### config.mk
export PLATFORM = sky130hd
export DESIGN_NAME = fifo_wr_ctrl_lvl
export DESIGN_NICKNAME = d
export VERILOG_FILES = /design/src/rtl/fifo_wr_ctrl_lvl.sv
export SDC_FILE = /design/constraint.sdc
export NUM_CORES = 1
export LEC_CHECK = 0
export CORE_MARGIN = 2
export CORE_UTILIZATION = 49
export CTS_BUF_LIST = sky130_fd_sc_hd__clkbuf_8
export DETAILED_ROUTE_END_ITERATION = 8
export GPL_TIMING_DRIVEN = 1
export HOLD_SLACK_MARGIN = 0.06
export PLACE_DENSITY = 0.87
export SYNTH_ARGS = -nofsm -noshare
export SYNTH_HDL_FRONTEND = slang
export SYNTH_SLANG_ARGS = --single-unit
### constraint.sdc
create_clock -name W_CLK -period 7.5 [get_ports W_CLK]
set_input_delay 0.75 -clock W_CLK [delete_from_list [all_inputs] [get_ports W_CLK]]
set_output_delay 0.75 -clock W_CLK [all_outputs]
set_load 0.01 [all_outputs]
### src/rtl/fifo_wr_ctrl_lvl.sv
`default_nettype none
// ============================================================================
// Module      : fifo_wr_ctrl_lvl
// Description : Write-side controller of a dual-clock asynchronous FIFO
//               (W_CLK domain). Keeps the binary/Gray write pointers, the RAM
//               write address, registered full, fill level, a programmable
//               almost-full flag and a sticky overflow flag.
// Ports       : W_CLK, W_RST (async, active-low)
//               W_INC         write request
//               WQ2_RPTR      Gray read pointer, synchronised into W_CLK
//               AF_THRESH     almost-full threshold in entries
//               W_OVF_CLR     clear pulse for W_OVERFLOW
//               W_EN          combinational RAM write strobe
//               W_ADDR        RAM write address (next free slot)
//               W_PTR         registered Gray write pointer
//               W_FULL, W_ALMOST_FULL, W_LEVEL, W_OVERFLOW  registered status
// Revision    : 1.0 - initial release
// ============================================================================
module fifo_wr_ctrl_lvl #(
    parameter int ADDR_WIDTH = 3,
    parameter int PTR_WIDTH  = ADDR_WIDTH + 1
) (
    input  logic                  W_CLK,
    input  logic                  W_RST,
    input  logic                  W_INC,
    input  logic [PTR_WIDTH-1:0]  WQ2_RPTR,
    input  logic [PTR_WIDTH-1:0]  AF_THRESH,
    input  logic                  W_OVF_CLR,
    output logic                  W_EN,
    output logic [ADDR_WIDTH-1:0] W_ADDR,
    output logic [PTR_WIDTH-1:0]  W_PTR,
    output logic                  W_FULL,
    output logic                  W_ALMOST_FULL,
    output logic [PTR_WIDTH-1:0]  W_LEVEL,
    output logic                  W_OVERFLOW
);

    logic [PTR_WIDTH-1:0] r_wbin;
    logic [PTR_WIDTH-1:0] r_wgray;
    logic [PTR_WIDTH-1:0] r_level;
    logic                 r_full;
    logic                 r_almost_full;
    logic                 r_overflow;

    logic                 w_accept;
    logic [PTR_WIDTH-1:0] w_wbin_next;
    logic [PTR_WIDTH-1:0] w_wgray_next;
    logic [PTR_WIDTH-1:0] w_rbin;
    logic [PTR_WIDTH-1:0] w_level_next;
    logic [PTR_WIDTH-1:0] w_rgray_full;

    // Acceptance uses the registered full flag so the RAM strobe never
    // depends on the read pointer combinationally.
    assign w_accept     = W_INC & ~r_full;
    assign w_wbin_next  = r_wbin + {{(PTR_WIDTH-1){1'b0}}, w_accept};
    assign w_wgray_next = w_wbin_next ^ (w_wbin_next >> 1);

    // Gray-to-binary: each binary bit is the XOR of all Gray bits at and
    // above its position.
    for (genvar gi = 0; gi < PTR_WIDTH; gi++) begin : g_g2b
        assign w_rbin[gi] = ^(WQ2_RPTR >> gi);
    end

    // Full means the write pointer is exactly one lap ahead of the read
    // pointer; in Gray code that is the top two bits inverted.
    assign w_rgray_full = {~WQ2_RPTR[PTR_WIDTH-1:PTR_WIDTH-2], WQ2_RPTR[PTR_WIDTH-3:0]};

    // Modulo subtraction; bounded by DEPTH because writes stop at full.
    assign w_level_next = w_wbin_next - w_rbin;

    always_ff @(posedge W_CLK or negedge W_RST) begin
        if (!W_RST) begin
            r_wbin        <= '0;
            r_wgray       <= '0;
            r_level       <= '0;
            r_full        <= 1'b0;
            r_almost_full <= 1'b0;
            r_overflow    <= 1'b0;
        end else begin
            r_wbin        <= w_wbin_next;
            r_wgray       <= w_wgray_next;
            r_level       <= w_level_next;
            r_full        <= (w_wgray_next == w_rgray_full);
            r_almost_full <= (w_level_next >= AF_THRESH);
            // A rejected write sets the flag; setting wins over clearing.
            r_overflow    <= (W_INC & r_full) | (r_overflow & ~W_OVF_CLR);
        end
    end

    assign W_EN          = w_accept;
    assign W_ADDR        = r_wbin[ADDR_WIDTH-1:0];
    assign W_PTR         = r_wgray;
    assign W_FULL        = r_full;
    assign W_ALMOST_FULL = r_almost_full;
    assign W_LEVEL       = r_level;
    assign W_OVERFLOW    = r_overflow;

endmodule
`default_nettype wire
# ---- Yosys cells after proc, flatten, opt, wreduce, memory -nomap -nowiden
# Index checks and enable logic that the tools add are counted.
dict set report classes {
  mux 0
  n_div 0
  bitwise_logic 8
  n_mul 0
  eq_ne 1
  reduce_logical 4
  add_sub_neg 2
  n_lt_le_gt_ge 1
  n_shift 0
}
# operator n
set ops {}
lappend ops {{4-bit parity} 4}
lappend ops {{4-bit by 1-bit adder with 4-bit output} 1}
lappend ops {{4-bit equality test} 1}
lappend ops {{4-bit greater-or-equal comparator} 1}
lappend ops {{4-bit subtractor} 1}
lappend ops {{4-bit by 3-bit XOR with 4-bit output} 1}
lappend ops {{1-bit bitwise AND} 3}
lappend ops {{1-bit NOT} 2}
lappend ops {{2-bit NOT} 1}
lappend ops {{1-bit bitwise OR} 1}
dict set report totals {
  latchBits 0
  wordCells 22
  mem_count 0
  out_inout_bits 15
  ram_bits 0
  input_bits 12
  romBits 0
  reg_bits 15
}

# ---- Logic depth before layout (Yosys ltp)
dict set report depth {
  word_depth 5
  ltp_mapped 10
  depth_no_buf 10
}

# ---- Least setup slack after synthesis
# Ideal clock, no wire load.
dict set report synth_path {
  kind {input to register}
  start {input W_INC}
  end {register r_almost_full, in the netlist W_ALMOST_FULL}
  setup_ns 0.118
  required_ns 7.382
  stages 10
  n_path_buf 0
  arrival_time_ns 2.850
  slack_ns 4.532
  cell_sequence {nor2b_1 -> ha_1 -> ha_1 -> inv_1 -> fa_1 -> inv_1 -> ha_1 -> a21o_1 -> a21o_1 -> a21o_1}
}
dict set report synth_between {
  elab_chain_cells 4
}
# item line_no
set synth_lines {}
lappend synth_lines {{from (decl)} 25} ;# input logic W_INC,
lappend synth_lines {{1-bit bitwise AND} 54} ;# assign w_accept = W_INC & ~r_full;
lappend synth_lines {{4-bit by 1-bit adder with 4-bit output} 55} ;# assign w_wbin_next = r_wbin + {{(PTR_WIDTH-1){1'b0}}, w_accept};
lappend synth_lines {{named net w_wbin_next[1]} 46} ;# logic [PTR_WIDTH-1:0] w_wbin_next;
lappend synth_lines {{4-bit subtractor} 69} ;# assign w_level_next = w_wbin_next - w_rbin;
lappend synth_lines {{named net w_level_next[1]} 49} ;# logic [PTR_WIDTH-1:0] w_level_next;
lappend synth_lines {{4-bit greater-or-equal comparator} 84} ;# r_almost_full <= (w_level_next >= AF_THRESH);
lappend synth_lines {{to (signal assigned)} 84}
lappend synth_lines {{to (decl)} 42} ;# logic r_almost_full;
# The timed path passes the listed nets, and every way through them passes these cells.

# ---- Final worst setup path
# Ends and elaborated chain as after synthesis.

==> results.yml <==
outcome:
  outcome: "completed"
logic_synthesis:
  yosysUniqueCellTypes: 16
  synth_fp_nets: 86
  synth_seq_cells: 14
  postSynthAreaPerCell_um2: 11.73
  yosysWarnings: 0
  yosysSeqAreaShare_pct: 46.67
  syn_inst: 64
  synth_area_um2: 750.7
setup_path:
  rrSetupSlack_ps: 4820
  worstPathCellList: "clkdlybuf4s50_1, nor2b_1, ha_1, ha_1, inv_1, fa_1, inv_1, ha_1, a21o_1, a21o_1, a21o_1"
  worstPathMaxFanout: 6
  cp-start-kind: "primary input"
  worst-setup-path-type: "in2reg"
  crit_arrival_ps: 3460
  cp.required_ps: 7630
  endpoint_kind: "flip-flop"
  path_buf_inv: 3
  slowest_delay_ps: 550
  cp_slowest_cell: "fa_1"
  path_delay_family: "adder cells"
global_routing:
  use_met1_pct: 20.05
  grt_first_pass_wirelength_mm: 2.249
  grt_use_met2_pct: 27.46
  antenna_found_initial: 0
  busiest_layer: "met2"
  grt_usage_pct: 16.03
  grt_use_met3_pct: 2.979
  grt_start_max_net_pins: 15
  grt_pass1_vias: 543
  grt_overflow: 0
pwr:
  powerDensity_nw_per_um2: 507.7
  pwr-share-clk_pct: 13.0
  power_frac_seq_pct: 24.9
  swShare_pct: 36.94
  max-vdd-ir-drop_mv: 0.3149
  total_leakage_power_nw: 0.5201
  p_switching_mw: 0.2037
  combPwrFrac_pct: 62.1
  p_int_mw: 0.3478
drt:
  via_count: 532
  wl_per_cell_um: 11.85
  drc: 0
  drtAntennaViolNets: 0
  dr.pass1.iters: 3
  initialDrtViolationCount: 3
  wl_mm: 1.303
  viasPerCell: 4.836
clock_network:
  htreeDepth: 1
  cts_tree: "done"
  clock_sinks: 14
  cts.clk_slew.worst_paths_ps: 60
  clk_latency_ps: 240
  postCtsHoldBufs: 0
  cts_resized: 0
  clk_root_buffer_cell: "clkbuf_8"
  cts_made_buffers: 3
  max-clock-path-buffers: 2
  cts_setup_buffers: 0
timing:
  tightest_slew_ps: 617.4
  tns_ps: 0
  hold_viol_final: 0
  slew_headroom_pct: 58.71
  max_freq_mhz: 300.6
  setup_viol: 0
  drv_slew: 0
  fin_crit_ps: 3327
  skew_ps: 2.709
  period_share_pct: 44.36
  rsz0062_at_grt: "false"
cells_and_area:
  drive_gt1_share_pct: 6.383
  design_area_um2: 1086
  nets: 117
  syn_to_final_growth_pct: 44.67
  diodes: 0
placement:
  hpwl_um: 984.4
  io_buffers: 26
  place.gp.congestion: 0.7048
  dpl_cell_area_um2: 1031
floorplanning:
  core_area_um2: 1471
  die_w_um: 43.14
  num_rows: 14
  ios: 27
  start_util_pct: 51.02
  die_h_um: 43.14
  dieArea_um2: 1861
hold_path:
  hold_class: "reg2reg"
run:
  drv_cap: 0
[registers in the layout, summed over array words and instances, names as in the netlist]
name / count
W_PTR: 3
r_wbin: 4
W_OVERFLOW: 1
W_ALMOST_FULL: 1
W_FULL: 1
W_LEVEL: 4
[cell type report]
type	count	area, µm²
clock buffer	4	55.05
fill	101	385.4
inverter	11	41.29
multi-input combinational	39	359.1
sequential	14	350.3
tap	16	20.02
timing repair buffer	26	260.3
[path summary, 6_finish.rpt]
kind / from / endpoint / cells past startpoint
max: W_INC / W_ALMOST_FULL / 11
min: W_FULL / W_OVERFLOW / 2
max reg2reg: W_FULL / W_ALMOST_FULL / 10
min reg2reg: W_FULL / W_OVERFLOW / 2
max in group asynchronous: W_RST / r_wbin[1] / 1
min in group asynchronous: W_RST / W_LEVEL[1] / 1
[synth_stat cells]
cell | count | area [µm²]
nor2b_1 | 1 | 6.260
xor2_1 | 7 | 61.31
fa_1 | 1 | 20.02
nand2b_1 | 1 | 6.260
o21ai_0 | 1 | 5.000
nand3_1 | 3 | 15.01
nand2_1 | 1 | 3.750
a22oi_2 | 1 | 12.51
a21oi_1 | 1 | 5.000
xnor2_1 | 6 | 52.55
ha_1 | 9 | 112.6
inv_1 | 11 | 41.29
xor2_2 | 1 | 16.27
dfrtp_1 | 14 | 350.3
or3_1 | 2 | 12.51
a21o_1 | 4 | 30.03
[metal layers]
metal | up-vias | wire [µm]
met4 | 0 | 14
met5 | - | 0
met1 | 246 | 567
met2 | 18 | 640
li1 | 266 | -
met3 | 2 | 80
[layout by cell type, fill, tap and decap left out, drive strengths merged]
| master | instances |
|---|---|
| inv | 11 |
| xor2 | 8 |
| a21o | 4 |
| o21ai | 1 |
| nand2b | 1 |
| nand3 | 3 |
| clkdlybuf4s50 | 26 |
| a21oi | 1 |
| nor2b | 1 |
| or3 | 2 |
| nand2 | 1 |
| a22oi | 1 |
| clkbuf | 4 |
| fa | 1 |
| xnor2 | 6 |
| ha | 9 |
| dfrtp | 14 |
[power by group through the flow]
stage          sequential, mW  clock, mW  combinational, mW
3_5_place_dp            0.139          0              0.341
5_1_grt                 0.142     0.0751              0.378
4_1_cts                 0.138     0.0728              0.348
6_report                0.137     0.0717              0.343
3_3_place_gp            0.137          0              0.330
2_1_floorplan           0.158          0              0.196
[through the flow]
stage	instances	power (mW)	hold slack [ps]	utilization [%]	setup WS, ps
floorplan	64	0.3538	454.4	-	4532
global placement	106	0.4664	522.6	70.07	4020
detailed placement	106	0.4799	536.9	70.07	3949
CTS	110	0.5593	544.8	73.81	4149
global route	110	0.5956	614.2	73.81	4065
finish	110	0.5514	541.2	73.81	4173
[kinds of logic (layout without fill, tap and decap cells)]
| group | count (synthesis) | count (layout) | synth area share [%] |
|---|---|---|---|
| XOR/XNOR | 14 | 14 | 17.33 |
| flip-flops | 14 | 14 | 46.67 |
| buffers and inverters | 11 | 41 | 5.500 |
| adder cells (fa/ha/maj) | 10 | 10 | 17.67 |
| AND/OR/NAND/NOR | 8 | 8 | 5.833 |
| AO/OA/AOI/OAI | 7 | 7 | 6.999 |
[worst min-delay path, stage by stage, from the launching register on]
cell,delay [ps]
dfrtp_1,380
nand2_1,60
o21ai_0,60
(Power assumes the default switching activity.)
